<file path="src/rtl/fib_pkg.sv">
// Shared constants and FSM encoding for the Fibonacci write/read-back controller.
package fib_pkg;

  localparam int unsigned DEPTH  = 16;
  localparam int unsigned ADDR_W = 6;
  localparam int unsigned DATA_W = 32;
  localparam int unsigned CNT_W  = 5;

  typedef enum logic [2:0] {
    ST_IDLE    = 3'd0,
    ST_WRITE   = 3'd1,
    ST_RD_ADDR = 3'd2,
    ST_RD_HOLD = 3'd3,
    ST_FINISH  = 3'd4
  } fib_state_e;

  // A run length is legal when it fits the memory and is non-empty.
  function automatic logic cnt_legal(input logic [CNT_W-1:0] c);
    return (c != '0) && (c <= CNT_W'(DEPTH));
  endfunction

endpackage

</file>
<file path="src/rtl/fib_gen_ctrl.sv">
// Writes count Fibonacci-style terms into a 16x32 memory, then reads them
// back one word at a time over a valid/ready output port.
module fib_gen_ctrl
  import fib_pkg::*;
(
  input  logic              clk,
  input  logic              rst,
  input  logic              start,
  input  logic [CNT_W-1:0]  count,
  input  logic [DATA_W-1:0] seed0,
  input  logic [DATA_W-1:0] seed1,
  output logic [ADDR_W-1:0] mem_addr,
  output logic [DATA_W-1:0] mem_wdata,
  output logic              mem_wr,
  input  logic [DATA_W-1:0] mem_rdata,
  output logic [DATA_W-1:0] out_data,
  output logic              out_valid,
  input  logic              out_ready,
  output logic              busy,
  output logic              done,
  output logic              err,
  output logic              overflow
);

  fib_state_e        state_q, state_d;
  logic [CNT_W-1:0]  k_q, k_d;
  logic [CNT_W-1:0]  cnt_q, cnt_d;
  logic [DATA_W-1:0] a_q, a_d;
  logic [DATA_W-1:0] b_q, b_d;
  logic              ovf_q, ovf_d;
  logic [ADDR_W-1:0] addr_q, addr_d;
  logic [DATA_W-1:0] wdata_q, wdata_d;
  logic              wr_q, wr_d;
  logic [DATA_W-1:0] odata_q, odata_d;
  logic              ovalid_q, ovalid_d;
  logic              done_q, done_d;
  logic              err_q, err_d;
  logic              busy_q, busy_d;

  logic [DATA_W:0]   sum_c;
  logic [DATA_W-1:0] term_c;
  logic              first_c;
  logic              carry_c;
  logic              last_c;
  logic [CNT_W-1:0]  k_inc_c;

  // a_q/b_q hold the two terms feeding the next one; on the first step a_q is seed1.
  assign sum_c   = (DATA_W+1)'(a_q) + (DATA_W+1)'(b_q);
  assign first_c = (k_q == '0);
  assign term_c  = first_c ? a_q : sum_c[DATA_W-1:0];
  assign carry_c = !first_c && sum_c[DATA_W];
  assign last_c  = (k_q == cnt_q - CNT_W'(1));
  assign k_inc_c = k_q + CNT_W'(1);

  // Output registers are loaded with the values belonging to the next state.
  always_comb begin
    state_d  = state_q;
    k_d      = k_q;
    cnt_d    = cnt_q;
    a_d      = a_q;
    b_d      = b_q;
    ovf_d    = ovf_q;
    addr_d   = addr_q;
    wdata_d  = '0;
    wr_d     = 1'b0;
    odata_d  = odata_q;
    ovalid_d = 1'b0;
    done_d   = 1'b0;
    err_d    = 1'b0;

    unique case (state_q)
      ST_IDLE: begin
        addr_d = '0;
        if (start) begin
          if (cnt_legal(count)) begin
            cnt_d   = count;
            a_d     = seed1;
            b_d     = seed0;
            ovf_d   = 1'b0;
            k_d     = '0;
            wr_d    = 1'b1;
            wdata_d = seed0;
            state_d = ST_WRITE;
          end else begin
            err_d = 1'b1;
          end
        end
      end
      ST_WRITE: begin
        if (last_c) begin
          k_d     = '0;
          addr_d  = '0;
          state_d = ST_RD_ADDR;
        end else begin
          k_d     = k_inc_c;
          addr_d  = ADDR_W'(k_inc_c);
          wr_d    = 1'b1;
          wdata_d = term_c;
          a_d     = b_q;
          b_d     = term_c;
          ovf_d   = ovf_q | carry_c;
        end
      end
      ST_RD_ADDR: begin
        odata_d  = mem_rdata;
        ovalid_d = 1'b1;
        state_d  = ST_RD_HOLD;
      end
      ST_RD_HOLD: begin
        ovalid_d = 1'b1;
        if (out_ready) begin
          ovalid_d = 1'b0;
          if (last_c) begin
            k_d     = '0;
            addr_d  = '0;
            done_d  = 1'b1;
            state_d = ST_FINISH;
          end else begin
            k_d     = k_inc_c;
            addr_d  = ADDR_W'(k_inc_c);
            state_d = ST_RD_ADDR;
          end
        end
      end
      ST_FINISH: begin
        k_d     = '0;
        addr_d  = '0;
        state_d = ST_IDLE;
      end
      default: begin
        k_d     = '0;
        addr_d  = '0;
        state_d = ST_IDLE;
      end
    endcase

    busy_d = (state_d != ST_IDLE);
  end

  always_ff @(posedge clk) begin
    if (rst) begin
      state_q  <= ST_IDLE;
      k_q      <= '0;
      cnt_q    <= '0;
      a_q      <= '0;
      b_q      <= '0;
      ovf_q    <= 1'b0;
      addr_q   <= '0;
      wdata_q  <= '0;
      wr_q     <= 1'b0;
      odata_q  <= '0;
      ovalid_q <= 1'b0;
      done_q   <= 1'b0;
      err_q    <= 1'b0;
      busy_q   <= 1'b0;
    end else begin
      state_q  <= state_d;
      k_q      <= k_d;
      cnt_q    <= cnt_d;
      a_q      <= a_d;
      b_q      <= b_d;
      ovf_q    <= ovf_d;
      addr_q   <= addr_d;
      wdata_q  <= wdata_d;
      wr_q     <= wr_d;
      odata_q  <= odata_d;
      ovalid_q <= ovalid_d;
      done_q   <= done_d;
      err_q    <= err_d;
      busy_q   <= busy_d;
    end
  end

  assign mem_addr  = addr_q;
  assign mem_wdata = wdata_q;
  assign mem_wr    = wr_q;
  assign out_data  = odata_q;
  assign out_valid = ovalid_q;
  assign busy      = busy_q;
  assign done      = done_q;
  assign err       = err_q;
  assign overflow  = ovf_q;

endmodule
</file>
<file path="config.mk">
export PLATFORM = sky130hd
export DESIGN_NAME = fib_gen_ctrl
export DESIGN_NICKNAME = d
export VERILOG_FILES = /design/src/rtl/fib_pkg.sv /design/src/rtl/fib_gen_ctrl.sv
export SDC_FILE = /design/constraint.sdc
export NUM_CORES = 1
export LEC_CHECK = 0
export CAP_MARGIN = 20
export CORE_ASPECT_RATIO = 0.9
export CORE_MARGIN = 1
export CORE_UTILIZATION = 50
export CTS_CLUSTER_SIZE = 10
export DETAILED_ROUTE_END_ITERATION = 8
export PLACE_DENSITY = 0.8
export SETUP_SLACK_MARGIN = 0.5
export SYNTH_ARGS = -nofsm -noshare
export SYNTH_HDL_FRONTEND = slang
export SYNTH_SLANG_ARGS = --single-unit
</file>
<file path="constraint.sdc">
create_clock -name clk -period 3.7 [get_ports clk]
set_clock_uncertainty 0.1 [all_clocks]
set_input_delay 0.74 -clock clk [delete_from_list [all_inputs] [get_ports clk]]
set_output_delay 0.74 -clock clk [all_outputs]
set_load 0.1 [all_outputs]
</file>
==> reports/qor.csv, run 1 <==
stage,metric,value,unit
routing,DRT Pass-1 Iters,5,
critical_path,CP startpoint kind,flip-flop,
clocking,CTS tree,yes,
clocking,clk sink count,152,
timing,setup_tns,0,ns
final_layout,Layout Utilization,67.26,%
critical_path,Worst EP required,3.91,ns
die,floorplan die width,134.9,um
final_layout,# nets final,1296,
timing,min cycle time layout,3.060,ns
timing,ratio of final minimum period to clock period,82.71,%
clocking,clock edge transition at the registers on the reported setup and hold paths,0.06,ns
power,Pwr Total,4692,uW
critical_path,Register-to-Register Path Depth,10,
synth,"FF+latch count, synth",152,
clocking,Root Buffer,clkbuf_16,
critical_path,largest fanout on the critical path,5,
routing,remaining antenna violation count,0,
synth,Synth area leader,dfxtp_1,
power,leakage,0.003981,uW
clocking,clock buffer depth,2,
placement,dpl cells,1337,
synth,post-synth cell types,77,
timing,WHS,0.3521,ns
synth,main combinational cell family by area after synthesis,compound AO/OA/AOI/OAI gates,
global_routing,total track usage,27.35,%
global_routing,vias in the first global route,7236,
die,CORE AREA,15490,um2
critical_path,CP Buf/Inv Count,0,
routing,Routed WL,22200,um
synth,Synth Area in Simple Gates,21.04,%
die,Starting Density,51.28,%
die,IO Pins,181,
synth,most frequent cells after synthesis,"nand2_1 (194), dfxtp_1 (152), a21oi_1 (129)",
placement,GPL Wtd Cong,0.9257,
power,pwr/cell area,450.2,nW/um2
global_routing,first-pass GRT wire length,35490,um
synth,"count leader, synth",nand2_1,
placement,Final HPWL DP,15010,um
routing,vias per std cell,5.700,
worst_hold_path,Hold Crit Depth,2,
timing,worst slew pin tran,1.054,ns
synth,Yosys Warn Count,0,
routing,DR vias,7803,
routing,DRC viols,0,
routing,Routed WL per cell,16.22,um
power,Worst IR Drop VDD,0.3759,mV
run,max_cap viols,0,
final_layout,layout cells sized above 1,7.033,%
synth,Syn Nets,1149,
global_routing,initial antenna violation count,1,
critical_path,critical path class,flip-flop to flip-flop,
synth,top_reg_cell synth,dfxtp_1,
global_routing,largest net degree at the start of global routing,96,
timing,final setup fails,0,
timing,Final Hold Violating Endpoints,0,
run_status,status,"finished, final reports clean",
clocking,clock latency on the worst-skew pair,0.42,ns
placement,IO Port Bufs,179,
die,chip height,121.6,um
clocking,CTS buffer count,17,
global_routing,gr ovfl total,0,
synth,cell count after synthesis,1008,
critical_path,CP peak stage delay,0.42,ns
synth,top post-synthesis cells by area,"dfxtp_1 (38%), nand2_1 (9.2%), a21oi_1 (8.1%)",
synth,post-synthesis instance area,7945,um2
synth,mux share of post-synthesis cell area,1.134,%
critical_path,CP arrival,3.27,ns
synth,top cell type's share of synthesized area,38.30,%
critical_path,cells along the critical path,ha_2 > a21o_1 > a211o_1 > o2111ai_4 > o2111ai_2 > a221oi_2 > o21ai_2 > xnor2_2 > a211oi_1 > a311o_1,
synth,adder-cell share of the synthesized area,5.764,%
synth,syn avg cell area,7.882,um2
synth,"Seq/Total Area, Yosys",38.30,%
routing,detailed router's first-iteration violation count,579,
synth,Compound-Gate Fraction of Synth Area,24.61,%
die,FP Rows,43,
worst_hold_path,HP Class,flip-flop to flip-flop,
final_layout,Layout area overhead,31.16,%
critical_path,Critical Path Sink Type,flip-flop,
die,die area,16400,um2
timing,fmax,0.3268,GHz
critical_path,kind of cell adding the most delay to the critical path,compound AO/OA/AOI/OAI gates,
timing,pins over their slew limit,0,
timing,Worst slew margin,29.70,%
final_layout,"non-filler cells, final",1369,
timing,unrepaired setup endpoints after global routing,false,
synth,Post-Synth XOR/XNOR Area,3.638,%
synth,"EDFF count, synth",0,
clocking,H-Tree Depth,4,
clocking,Hold Buf Count CTS,0,
critical_path,slowest stage cell on the critical path,a221oi_2,
critical_path,WP depth,10,
synth,Async SR Flop Fraction,0,%
flip-flops by register name, summed over array words and instances, names as in the netlist, 3 cells and up:
name	count
a_q	32
out_data	32
state_q	3
cnt_q	5
k_q	5
mem_addr	5
b_q	32
mem_wdata	32
per-layer routing:
metal / up-vias / part of all wire (%) / routed length, um / global-route usage (%)
met3: 35 / 7.1 / 1584 / 6.409
met1: 3614 / 47 / 10380 / 38.07
met2: 298 / 44 / 9817 / 41.27
met5: - / 0 / 0 / 0
met4: 0 / 1.9 / 419 / 9.761
li1: 3856 / - / - / -
path summary, 6_finish.rpt:
kind           startpoint            to  slack (ns)
min          out_data[10]  out_data[10]        0.35
max                a_q[5]       b_q[26]        0.64
max reg2reg        a_q[5]       b_q[26]        0.64
min reg2reg  out_data[10]  out_data[10]        0.35
metrics by stage:
step                worst slack (ns)  cell area, um2
global route                  0.4861           10420
global placement              0.5027            9787
CTS                           0.5593           10350
detailed placement            0.4644            9787
finish                        0.6399           10420
floorplan                     0.8461            7945
power by group:
group / internal, uW / total [uW] / switching, uW
Combinational: 441 / 1180 / 739
Clock: 1020 / 1680 / 665
Sequential: 1750 / 1830 / 84.7
Total: 3200 / 4690 / 1490
worst min-delay path: stages, from the launching register on:
cell and delay [ns]:
dfxtp_1 0.30, nand2_1 0.05, a21oi_1 0.05
final cells by class:
cell class / count / area (um2)
diodes: 1 / 2.502
clock buffers: 21 / 460.4
clock inverters: 9 / 101.3
fillers: 1316 / 5074
inverters: 24 / 90.09
multi-input cells: 763 / 4544
flip-flops and latches: 152 / 3044
well taps: 202 / 252.7
repair buffers: 197 / 1926
cell usage in the layout, fill, tap and decap left out, types with 5 or more instances in the layout:
cell type / netlist / layout
nand3_1: 10 / 10
nor4_1: 8 / 8
a21oi_1: 129 / 127
clkinv_2: 0 / 5
nor2_1: 104 / 103
mux2i_1: 9 / 9
buf_4: 2 / 19
clkbuf_16: 0 / 17
a211oi_1: 10 / 10
a21o_1: 14 / 14
ha_1: 35 / 34
clkdlybuf4s50_1: 0 / 177
inv_1: 23 / 23
xor2_1: 13 / 13
xnor2_1: 20 / 19
o211ai_1: 11 / 11
o21a_1: 8 / 8
dfxtp_1: 152 / 151
nor3_1: 14 / 14
nand4_1: 8 / 8
o21bai_1: 6 / 6
nand2b_1: 8 / 8
and3_1: 6 / 6
a311oi_1: 34 / 34
or3_1: 5 / 5
o21ai_0: 38 / 38
nand2_1: 194 / 192
nor2b_1: 6 / 6
a31oi_1: 6 / 6
timing repair:
item	CTS	global route
resized for setup	0	14
endpoints found under the setup margin	0	6
setup buffers	0	1
cells by family (layout without fill, tap and decap cells):
kind of cell | count (synthesis) | count (layout)
muxes | 9 | 9
and+or+nand+nor | 384 | 384
buffers and inverters | 93 | 251
AOI/OAI and AO/OA | 300 | 300
xor gates and xnor gates | 33 | 33
other | 1 | 2
DFF | 152 | 152
adders and majority gates | 36 | 36
No activity file was read; power rests on OpenSTA's default activity.
==> inputs of run 2 (changes only) <==
==> constraint.sdc (replaced) <==
create_clock -name clk -period 3.1 [get_ports clk]
set_clock_uncertainty 0.1 [all_clocks]
set_input_delay 0.62 -clock clk [delete_from_list [all_inputs] [get_ports clk]]
set_output_delay 0.62 -clock clk [all_outputs]
set_load 0.1 [all_outputs]
==> run 2 against run 1 <==
Sequential cell count did not move. Power rose by 31%. Non-clock buffer count increased by 45. Sequential power is 21% higher. Critical endpoint is now b_q[13]. Largest cell class unchanged. Highest routed layer unchanged.
==> reports/qor.csv, run 2 (synthesized netlist as in run 1, its figures left out) <==
stage,metric,value,unit,change
run_status,status,"finished, final reports clean",,unchanged
final_layout,layout cells sized above 1,21.93,%,was 7.033%
timing,ratio of final minimum period to clock period,92.38,%,was 82.71%
die,FP Rows,43,,unchanged
placement,post-placement setup slack,0.07440,ns,was 0.4644 ns
routing,vias per std cell,5.765,,was 5.700
clocking,clock latency on the worst-skew pair,0.43,ns,was 0.42 ns
die,CORE AREA,15490,um2,unchanged
critical_path,Worst EP required,3.36,ns,was 3.91 ns
die,IO Pins,181,,unchanged
routing,DRT Pass-1 Iters,5,,unchanged
final_layout,"commonest non-fill, non-tap cell in the layout",nand2_1,,unchanged
power,Flop pwr share,36.0,%,was 39.0%
critical_path,Reg2Reg Setup Slack,0.24,ns,was 0.64 ns
timing,min setup slack post-route,0.2363,ns,was 0.6399 ns
final_layout,# nets final,1341,,was 1296
critical_path,CP arrival,3.12,ns,was 3.27 ns
placement,IO Port Bufs,179,,unchanged
critical_path,Critical Path Sink Type,flip-flop,,unchanged
global_routing,first-pass GRT wire length,37470,um,was 35490 um
routing,Routed WL,24310,um,was 22200 um
timing,Final Hold Violating Endpoints,0,,unchanged
power,Int Pwr,4195,uW,was 3203 uW
timing,setup_tns,0,ns,unchanged
critical_path,largest fanout on the critical path,5,,unchanged
clocking,CTS tree,yes,,unchanged
clocking,clk sink count,152,,unchanged
power,pwr/cell area,550.1,nW/um2,was 450.2 nW/um2
critical_path,crit path launch,b_q[4],,was a_q[5]
placement,Final HPWL DP,15970,um,was 15010 um
power,leakage,0.004429,uW,was 0.003981 uW
global_routing,met1 Use GR,38.22,%,was 38.07%
critical_path,FF-to-FF Start,b_q[4],,was a_q[5]
timing,fmax,0.3492,GHz,was 0.3268 GHz
timing,Worst slew margin,35.59,%,was 29.70%
critical_path,critical path class,flip-flop to flip-flop,,unchanged
routing,detailed router's first-iteration violation count,618,,was 579
clocking,clock buffer depth,2,,unchanged
power,Logic pwr share,26.3,%,was 25.1%
routing,remaining antenna violation count,0,,unchanged
worst_hold_path,min-delay src,out_data[14],,was out_data[10]
clocking,clock edge transition at the registers on the reported setup and hold paths,0.06,ns,about the same
clocking,H-Tree Depth,4,,unchanged
global_routing,initial antenna violation count,0,,was 1
power,Sw Share,31.59,%,was 31.72%
run,max_cap viols,0,,unchanged
routing,Routed WL per cell,17.18,um,was 16.22 um
critical_path,CP startpoint kind,flip-flop,,unchanged
global_routing,gr ovfl total,0,,unchanged
clocking,Hold Buf Count CTS,0,,unchanged
timing,final setup fails,0,,unchanged
placement,GPL Wtd Cong,0.9444,,was 0.9257
final_layout,Ant. Diodes,0,,was 1
global_routing,GR Layer Usage met2,47.39,%,was 41.27%
clocking,CTS buffer count,17,,unchanged
power,switching power,1937,uW,was 1488 uW
worst_hold_path,Hold Path End,out_data[14],,was out_data[10]
die,Starting Density,51.28,%,unchanged
timing,worst slew pin tran,0.9662,ns,was 1.054 ns
global_routing,total track usage,28.96,%,was 27.35%
die,chip height,121.6,um,unchanged
timing,min cycle time layout,2.864,ns,was 3.060 ns
global_routing,grt peak-use layer,met2,,unchanged
critical_path,r2r endpoint,b_q[13],,was b_q[26]
die,die area,16400,um2,unchanged
global_routing,vias in the first global route,7482,,was 7236
worst_hold_path,HP Class,flip-flop to flip-flop,,unchanged
timing,unrepaired setup endpoints after global routing,true,,was false
critical_path,Register-to-Register Path Depth,10,,unchanged
routing,DR vias,8158,,was 7803
die,floorplan die width,134.9,um,unchanged
final_layout,Layout area overhead,40.32,%,was 31.16%
timing,pins over their slew limit,0,,unchanged
power,Worst IR Drop VDD,0.5210,mV,was 0.3759 mV
worst_hold_path,Hold Crit Depth,2,,unchanged
final_layout,Filler Cells Inserted,1185,,was 1316
power,clock power share,37.7,%,was 35.8%
routing,DRC viols,0,,unchanged
clocking,Root Buffer,clkbuf_16,,unchanged
global_routing,largest net degree at the start of global routing,82,,was 96
global_routing,met3 usage,5.743,%,was 6.409%
final_layout,most frequent cells in the layout,"nand2_1 (192), dfxtp_1 (140), buf_4 (129)",,"was nand2_1 (192), clkdlybuf4s50_1 (177), dfxtp_1 (151)"
run 2: cell count changes in the layout (fill, tap and decap cells not counted), sizes merged:
cell,before,now
buf,20,139
inv,24,26
diode,1,0
clkdlybuf4s50,177,103
bufinv,2,5
clkinvlp,1,4
clkinv,6,3
clkbuf,21,18
run 2: worst max-delay path, stage by stage (launching register included):
cell	delay [ns]
dfxtp_4	0.36
ha_4	0.25
and2_4	0.14
a221o_1	0.32
o21a_1	0.20
or3b_4	0.46
a31oi_4	0.23
xnor2_2	0.14
a21oi_2	0.08
or3_1	0.37
a21oi_1	0.15
run 2: worst max path at each step:
stage                     endpoint  slack, ns  depth (start not counted)
after global placement     b_q[26]       0.18                         12
after detailed placement   a_q[14]       0.07                         11
after floorplan            b_q[13]       0.46                         11
after CTS                  b_q[13]       0.35                         10
final                      b_q[13]       0.24                         10
after global routing       b_q[26]       0.14                         10
run 2: power groups by stage:
stage               combinational [uW]  sequential [uW]  clock [uW]
floorplan                          799             2420           0
global placement                  1390             2230           0
detailed placement                1400             2230           0
CTS                               1470             2190        2340
global route                      1730             2220        2410
finish                            1610             2210        2310
run 2: area by class of cell:
| class | count | area [um2] | share of cell area, % |
|---|---|---|---|
| clock buffer | 18 | 439.2 | 3.939 |
| clock inverter | 14 | 220.2 | 1.975 |
| inverter | 24 | 92.59 | 0.8305 |
| multi-input combinational | 763 | 4946 | 44.37 |
| sequential | 152 | 3068 | 27.52 |
| tap | 202 | 252.7 | 2.267 |
| timing repair buffer | 242 | 2130 | 19.10 |
run 2: stage by stage:
step	instances	cell area (um2)	total power, uW	hold slack (ns)	utilization, %
2_1_floorplan	1008	8046	3215	0.3488	-
3_3_place_gp	1350	9813	3622	0.3423	63.33
3_5_place_dp	1350	9813	3636	0.3474	63.33
4_1_cts	1394	10710	6000	0.3559	69.10
5_1_grt	1415	11150	6361	0.3746	71.95
6_report	1415	11150	6132	0.3560	71.95
run 2: metal layers:
| metal | up-vias | part of all wire [%] | wire length (um) |
|---|---|---|---|
| met2 | 348 | 47 | 11360 |
| li1 | 3955 | - | - |
| met4 | 0 | 2.3 | 566 |
| met5 | - | 0 | 0 |
| met1 | 3801 | 43 | 10530 |
| met3 | 54 | 7.6 | 1850 |
run 2: repair_timing:
action                                  CTS  global route
pin swaps                                25            44
resized for setup                        37            63
endpoints found under the setup margin   34            74
setup buffers                            12            21
==> inputs of run 3 (changes only) <==
--- a/config.mk
+++ b/config.mk
@@ -7,7 +7,6 @@
 export LEC_CHECK = 0
 export CAP_MARGIN = 20
 export CORE_ASPECT_RATIO = 0.9
-export CORE_MARGIN = 1
 export CORE_UTILIZATION = 50
 export CTS_CLUSTER_SIZE = 10
 export DETAILED_ROUTE_END_ITERATION = 8
==> results of run 3 <==
Same layout as run 2: the final DEF is identical, and so are final timing and power.
